`src/rtl/seven_seg_pkg.sv`:
```
// Shared constants and helpers for the seven-segment scanner.
package seven_seg_pkg;
    localparam int         DIGIT_W    = 4;
    localparam logic [3:0] BLANK_CODE = 4'hF;

    // Slot-counter width for a 0..div-1 count, never below 1 bit.
    function automatic int cnt_width(input int div);
        return (div <= 2) ? 1 : $clog2(div);
    endfunction
endpackage

```
`src/rtl/seven_seg_refresh_tick.sv`:
```
// Slot counter for the scanner: wrap tick at the last cycle of a slot,
// slot-start flag and the anti-ghosting guard flag.
module seven_seg_refresh_tick
    import seven_seg_pkg::*;
#(
    parameter int REFRESH_DIV  = 50000,
    parameter int GUARD_CYCLES = 2
) (
    input  logic i_clk,
    input  logic i_rst,
    output logic o_wrap,
    output logic o_slot_start,
    output logic o_guard
);
    localparam int CW = cnt_width(REFRESH_DIV);

    logic [CW-1:0] r_cnt;
    logic          w_wrap;

    assign w_wrap       = (r_cnt == CW'(REFRESH_DIV - 1));
    assign o_wrap       = w_wrap;
    assign o_slot_start = (r_cnt == '0);

    always_ff @(posedge i_clk or posedge i_rst) begin
        if (i_rst)       r_cnt <= '0;
        else if (w_wrap) r_cnt <= '0;
        else             r_cnt <= r_cnt + 1'b1;
    end

    generate
        if (GUARD_CYCLES == 0) begin : g_no_guard
            assign o_guard = 1'b0;
        end else begin : g_guard
            assign o_guard = (r_cnt < CW'(GUARD_CYCLES));
        end
    endgenerate
endmodule

```
`src/rtl/seven_seg_scanner.sv`:
```
// Time-multiplexed common-anode seven-segment scanner with frame-aligned loads.
// Define SEVEN_SEG_LZB_EN to blank leading zeros when a frame commits.
module seven_seg_scanner
    import seven_seg_pkg::*;
#(
    parameter int NUM_DIGITS   = 4,
    parameter int REFRESH_DIV  = 50000,
    parameter int GUARD_CYCLES = 2
) (
    input  logic                          i_clk,
    input  logic                          i_rst,
    input  logic [DIGIT_W*NUM_DIGITS-1:0] i_digits_in,
    input  logic                          i_load_valid,
    output logic                          o_load_ready,
    output logic [DIGIT_W-1:0]            o_digit_code,
    output logic [NUM_DIGITS-1:0]         o_anode_n,
    output logic                          o_frame_start
);
    localparam int IW = (NUM_DIGITS > 1) ? $clog2(NUM_DIGITS) : 1;
    localparam int FW = DIGIT_W * NUM_DIGITS;

    logic                                 w_wrap, w_slot_start, w_guard;
    logic                                 w_last, w_boundary, w_accept, w_pend_vld_nxt;
    logic [NUM_DIGITS-1:0]                w_anode_on;
    logic [IW-1:0]                        r_idx;
    logic [NUM_DIGITS-1:0][DIGIT_W-1:0]   r_active;
    logic [FW-1:0]                        r_pending;
    logic                                 r_pend_vld;
    logic                                 r_load_ready;
    logic [DIGIT_W-1:0]                   r_digit_code;
    logic [NUM_DIGITS-1:0]                r_anode_n;
    logic                                 r_frame_start;

`ifdef SEVEN_SEG_LZB_EN
    function automatic logic [FW-1:0] commit_val(input logic [FW-1:0] v);
        logic lead;
        lead       = 1'b1;
        commit_val = v;
        for (int k = NUM_DIGITS - 1; k >= 1; k--) begin
            if (lead && v[DIGIT_W*k +: DIGIT_W] == '0)
                commit_val[DIGIT_W*k +: DIGIT_W] = BLANK_CODE;
            else
                lead = 1'b0;
        end
    endfunction
`else
    function automatic logic [FW-1:0] commit_val(input logic [FW-1:0] v);
        return v;
    endfunction
`endif

    seven_seg_refresh_tick #(
        .REFRESH_DIV  (REFRESH_DIV),
        .GUARD_CYCLES (GUARD_CYCLES)
    ) u_tick (
        .i_clk        (i_clk),
        .i_rst        (i_rst),
        .o_wrap       (w_wrap),
        .o_slot_start (w_slot_start),
        .o_guard      (w_guard)
    );

    assign w_last     = (r_idx == IW'(NUM_DIGITS - 1));
    assign w_boundary = w_wrap && w_last;
    assign w_accept   = i_load_valid && r_load_ready;
    assign w_anode_on = ~(NUM_DIGITS'(1) << r_idx);

    // Accept only happens with pending empty, so it never collides with a commit.
    always_comb begin
        w_pend_vld_nxt = r_pend_vld;
        if (w_accept)                      w_pend_vld_nxt = 1'b1;
        else if (w_boundary && r_pend_vld) w_pend_vld_nxt = 1'b0;
    end

    always_ff @(posedge i_clk or posedge i_rst) begin
        if (i_rst) begin
            r_idx         <= '0;
            r_active      <= {NUM_DIGITS{BLANK_CODE}};
            r_pending     <= {NUM_DIGITS{BLANK_CODE}};
            r_pend_vld    <= 1'b0;
            r_load_ready  <= 1'b1;
            r_digit_code  <= BLANK_CODE;
            r_anode_n     <= '1;
            r_frame_start <= 1'b0;
        end else begin
            if (w_wrap)
                r_idx <= w_last ? '0 : r_idx + 1'b1;
            if (w_boundary && r_pend_vld)
                r_active <= commit_val(r_pending);
            if (w_accept)
                r_pending <= i_digits_in;
            r_pend_vld    <= w_pend_vld_nxt;
            r_load_ready  <= !w_pend_vld_nxt;
            r_digit_code  <= r_active[r_idx];
            r_anode_n     <= w_guard ? '1 : w_anode_on;
            r_frame_start <= w_slot_start && (r_idx == '0);
        end
    end

    assign o_load_ready  = r_load_ready;
    assign o_digit_code  = r_digit_code;
    assign o_anode_n     = r_anode_n;
    assign o_frame_start = r_frame_start;
endmodule
```
`config.mk`:
```
export PLATFORM = sky130hd
export DESIGN_NAME = seven_seg_scanner
export DESIGN_NICKNAME = d
export VERILOG_FILES = /design/src/rtl/seven_seg_pkg.sv /design/src/rtl/seven_seg_refresh_tick.sv /design/src/rtl/seven_seg_scanner.sv
export SDC_FILE = /design/constraint.sdc
export NUM_CORES = 1
export LEC_CHECK = 0
export ABC_AREA = 1
export ABC_CLOCK_PERIOD_IN_PS = 1500
export CAP_MARGIN = 0
export CORE_MARGIN = 3
export CORE_UTILIZATION = 35
export CTS_BUF_LIST = sky130_fd_sc_hd__clkbuf_8
export DETAILED_ROUTE_END_ITERATION = 8
export GPL_ROUTABILITY_DRIVEN = 0
export PLACE_DENSITY_LB_ADDON = 0.12
export SLEW_MARGIN = 0
export SYNTH_ARGS = -nofsm -noshare
export SYNTH_HDL_FRONTEND = slang
export SYNTH_HIERARCHICAL = 1
export SYNTH_SLANG_ARGS = --single-unit
```
`constraint.sdc`:
```
create_clock -name i_clk -period 1.5 [get_ports i_clk]
set_input_delay 0.3 -clock i_clk [delete_from_list [all_inputs] [get_ports i_clk]]
set_output_delay 0.3 -clock i_clk [all_outputs]
set_load 0.03 [all_outputs]
```
==> flow_summary.toml <==
[floorplanning]
die_y_um = 97.72
fp.coreArea_um2 = 7928
io_pins = 29
start_util_pct = 37.14
fp.dieW_um = 97.72
num_rows = 32
dieArea_um2 = 9548

[global_route]
grt_pass1_vias = 2236
grt_first_pass_wirelength_mm = 10.08
grt_antenna_before_repair = 0
gr-total-overflow = 0
grt_max_degree = 46
grtUsageTotal_pct = 13.05

[min_path]
hp-class = "in2async"

[timing]
tightest_slew_ns = 0.2970
relSlewSlack_pct = 80.28
drv_slew = 0
fin_crit_ns = 1.433
hold_viol = 0
fin_crit_sh_pct = 95.52
fin_worst_skew_ns = 0.008633
setup_violations = 0
max_freq_mhz = 697.9
finalSetupTns_ns = 0
rsz0062_at_grt = "true"

[cts]
cts_tree = "built"
htreeDepth = 3
root_buffer = "clkbuf_8"
cts.sinks = 61
hold_buffers = 0
cts.clk_slew.worst_paths_ns = 0.07
clock_latency_ns = 0.33
cts_made_buffers = 9
post_cts_buffers = 0
cts_max_path_buffers = 2

[worst_setup_path]
critical-path-top-delay-family = "flip-flops"
path_cells = "clkdlybuf4s15_2"
cp-start-kind = "register"
slowest_delay_ns = 0.52
cp_num_buf_inv = 1
reg2reg_slack_ns = 0.09
crit_required_ns = 1.20
crit_arrival_ns = 1.13
cp-end-kind = "output port"
r2r_start = "u_tick/r_cnt[0]"
r2r_cells = 9
path_max_fanout = 1
reg2reg_to = "r_active[1]"
slowest_stage = "dfstp_2"
critPathKind = "reg2out"

[drt]
drc = 0
ant_nets = 0
vias = 2154
drtPass1Iterations = 4
routed_wl_mm = 5.603
viasPerCell = 4.282
dr.first_iter.drc_count = 74
wl_per_cell_um = 11.14

[placed_design]
io_buffer_count = 28
dpl.hpwl_mm = 4.000
placed_area_um2 = 3521
place_inst = 487

[finish]
diodes = 0
multi_input_area_um2 = 1096
drive_gt1_share_pct = 33.17
layoutNonFillerInstCount = 503
area_growth_pct = 27.67
nets = 421
stdcell_area_um2 = 3759
nFillCells = 784
seqCellArea_um2 = 1578
fin_util_pct = 47.41

[yosys]
synth-seq-area-share_pct = 53.59
ys_top_cells_by_area = "dfstp_2 (37%), dfrtp_1 (17%), nand2_1 (9.4%)"
synth_nets = 364
postSynthCellCount = 339
synth_top_area_cell = "dfstp_2"
avgSynthCellArea_um2 = 8.685
yosys_warnings = 6
ys_ff_latch = 61
synth_top_area_share_pct = 36.59
synth_area_um2 = 2944
yosysUniqueCellTypes = 29

[outcome]
status = "finished clean"

[power_and_ir_drop]
peakVddDrop_mv = 0.4057
powerDensity_nw_per_um2 = 883.3
leakage_nw = 1.907

[job]
maxCapViolations = 0
==> per-layer routing <==
| layer | wire length (um) | global-route usage (%) |
|---|---|---|
| met1 | 2662 | 16.49 |
| met2 | 2593 | 21.09 |
| met3 | 243 | 3.805 |
| met4 | 103 | 5.112 |
| met5 | 0 | 0 |
==> power by group <==
part	total [W]	switching, W	internal, W
clock	0.00158	0.000655	0.000929
combinational	0.0000857	0.0000376	0.0000480
sequential	0.00165	0	0.00165
==> through the flow <==
step,power (W),setup slack (ns),hold WS [ns]
2_1_floorplan,0.001700,0.03118,0.2137
3_3_place_gp,0.001767,0.04749,0.4615
3_5_place_dp,0.001767,0.04912,0.4622
4_1_cts,0.003384,0.04445,0.3035
5_1_grt,0.003459,-0.03212,0.3435
6_report,0.003320,0.06720,0.3060
==> how the worst max path moves through the flow <==
stage	cells past startpoint	endpoint	start	slack [ns]
finish	1	o_digit_code[1]	o_digit_code[1]	0.07
CTS	1	o_digit_code[1]	o_digit_code[1]	0.04
global placement	1	o_digit_code[1]	o_digit_code[1]	0.05
detailed placement	1	o_digit_code[1]	o_digit_code[1]	0.05
global route	9	r_active[0]	u_tick/r_cnt[0]	-0.03
floorplan	9	r_active[11]	u_tick/r_cnt[0]	0.03
==> timing repair <==
item                       in CTS  in global routing
resized for setup              10                  8
setup endpoints to repair       4                 21
gates cloned                    0                  0
==> sequential cells by signal (all words and copies together) (netlist names) <==
signal,cells
r_active,16
o_load_ready,1
o_anode_n,4
r_idx,2
r_pending,16
r_pend_vld,1
u_tick/r_cnt,16
o_digit_code,4
o_frame_start,1
==> placed cells by master (no fill, tap or decap) <==
cell type,netlist,layout
nand4_1,2,2
buf_4,0,27
dfstp_2,41,41
buf_12,0,4
clkinv_2,0,2
o21ai_1,1,1
a21oi_1,19,19
nor2_1,42,41
nor2_4,1,1
o21ai_2,16,16
clkinv_4,0,2
clkbuf_8,0,9
nor3_1,3,3
nor2_2,2,3
clkdlybuf4s15_2,0,3
dlygate4sd2_1,0,1
inv_1,61,60
bufinv_16,0,2
nand3_4,1,1
nor3_2,1,1
nand2_4,1,1
xnor2_1,1,1
xor2_1,3,3
inv_2,2,3
or2_0,1,1
nand2_2,6,12
dfrtp_1,20,20
clkdlybuf4s50_1,0,18
o21bai_1,2,2
nand3_2,1,1
nand3_1,20,20
or2_2,2,2
o21ai_0,2,2
a21oi_2,1,1
ha_1,6,5
nand2_1,74,68
ha_2,0,1
clkinv_1,0,1
==> area by class of cell <==
type / count / share of cell area, %
Sequential cell: 61 / 41.98
Multi-Input combinational cell: 208 / 29.16
Timing Repair Buffer: 53 / 13.45
Inverter: 63 / 6.292
Tap cell: 102 / 3.395
Clock buffer: 9 / 3.296
Clock inverter: 7 / 2.430
==> synth_stat cells <==
library cell	n
nand2_1	74
inv_1	61
nor2_1	42
dfstp_2	41
dfrtp_1	20
nand3_1	20
a21oi_1	19
o21ai_2	16
ha_1	6
nand2_2	6
buf_2	4
buf_6	3
nor3_1	3
xor2_1	3
inv_2	2
nand4_1	2
nor2_2	2
o21ai_0	2
o21bai_1	2
or2_2	2
a21oi_2	1
nand2_4	1
nand3_2	1
nand3_4	1
nor2_4	1
nor3_2	1
o21ai_1	1
or2_0	1
xnor2_1	1
==> cell families (layout without fill, tap and decap cells) <==
group,after synthesis,in the layout,synth area share (%)
simple gates,157,157,23.50
flops,61,61,53.59
fa+ha+maj,6,6,2.550
xor+xnor,4,4,1.190
buf+inv,70,132,9.860
compound gates,41,41,9.307
Power figures use the tool's default switching activity.
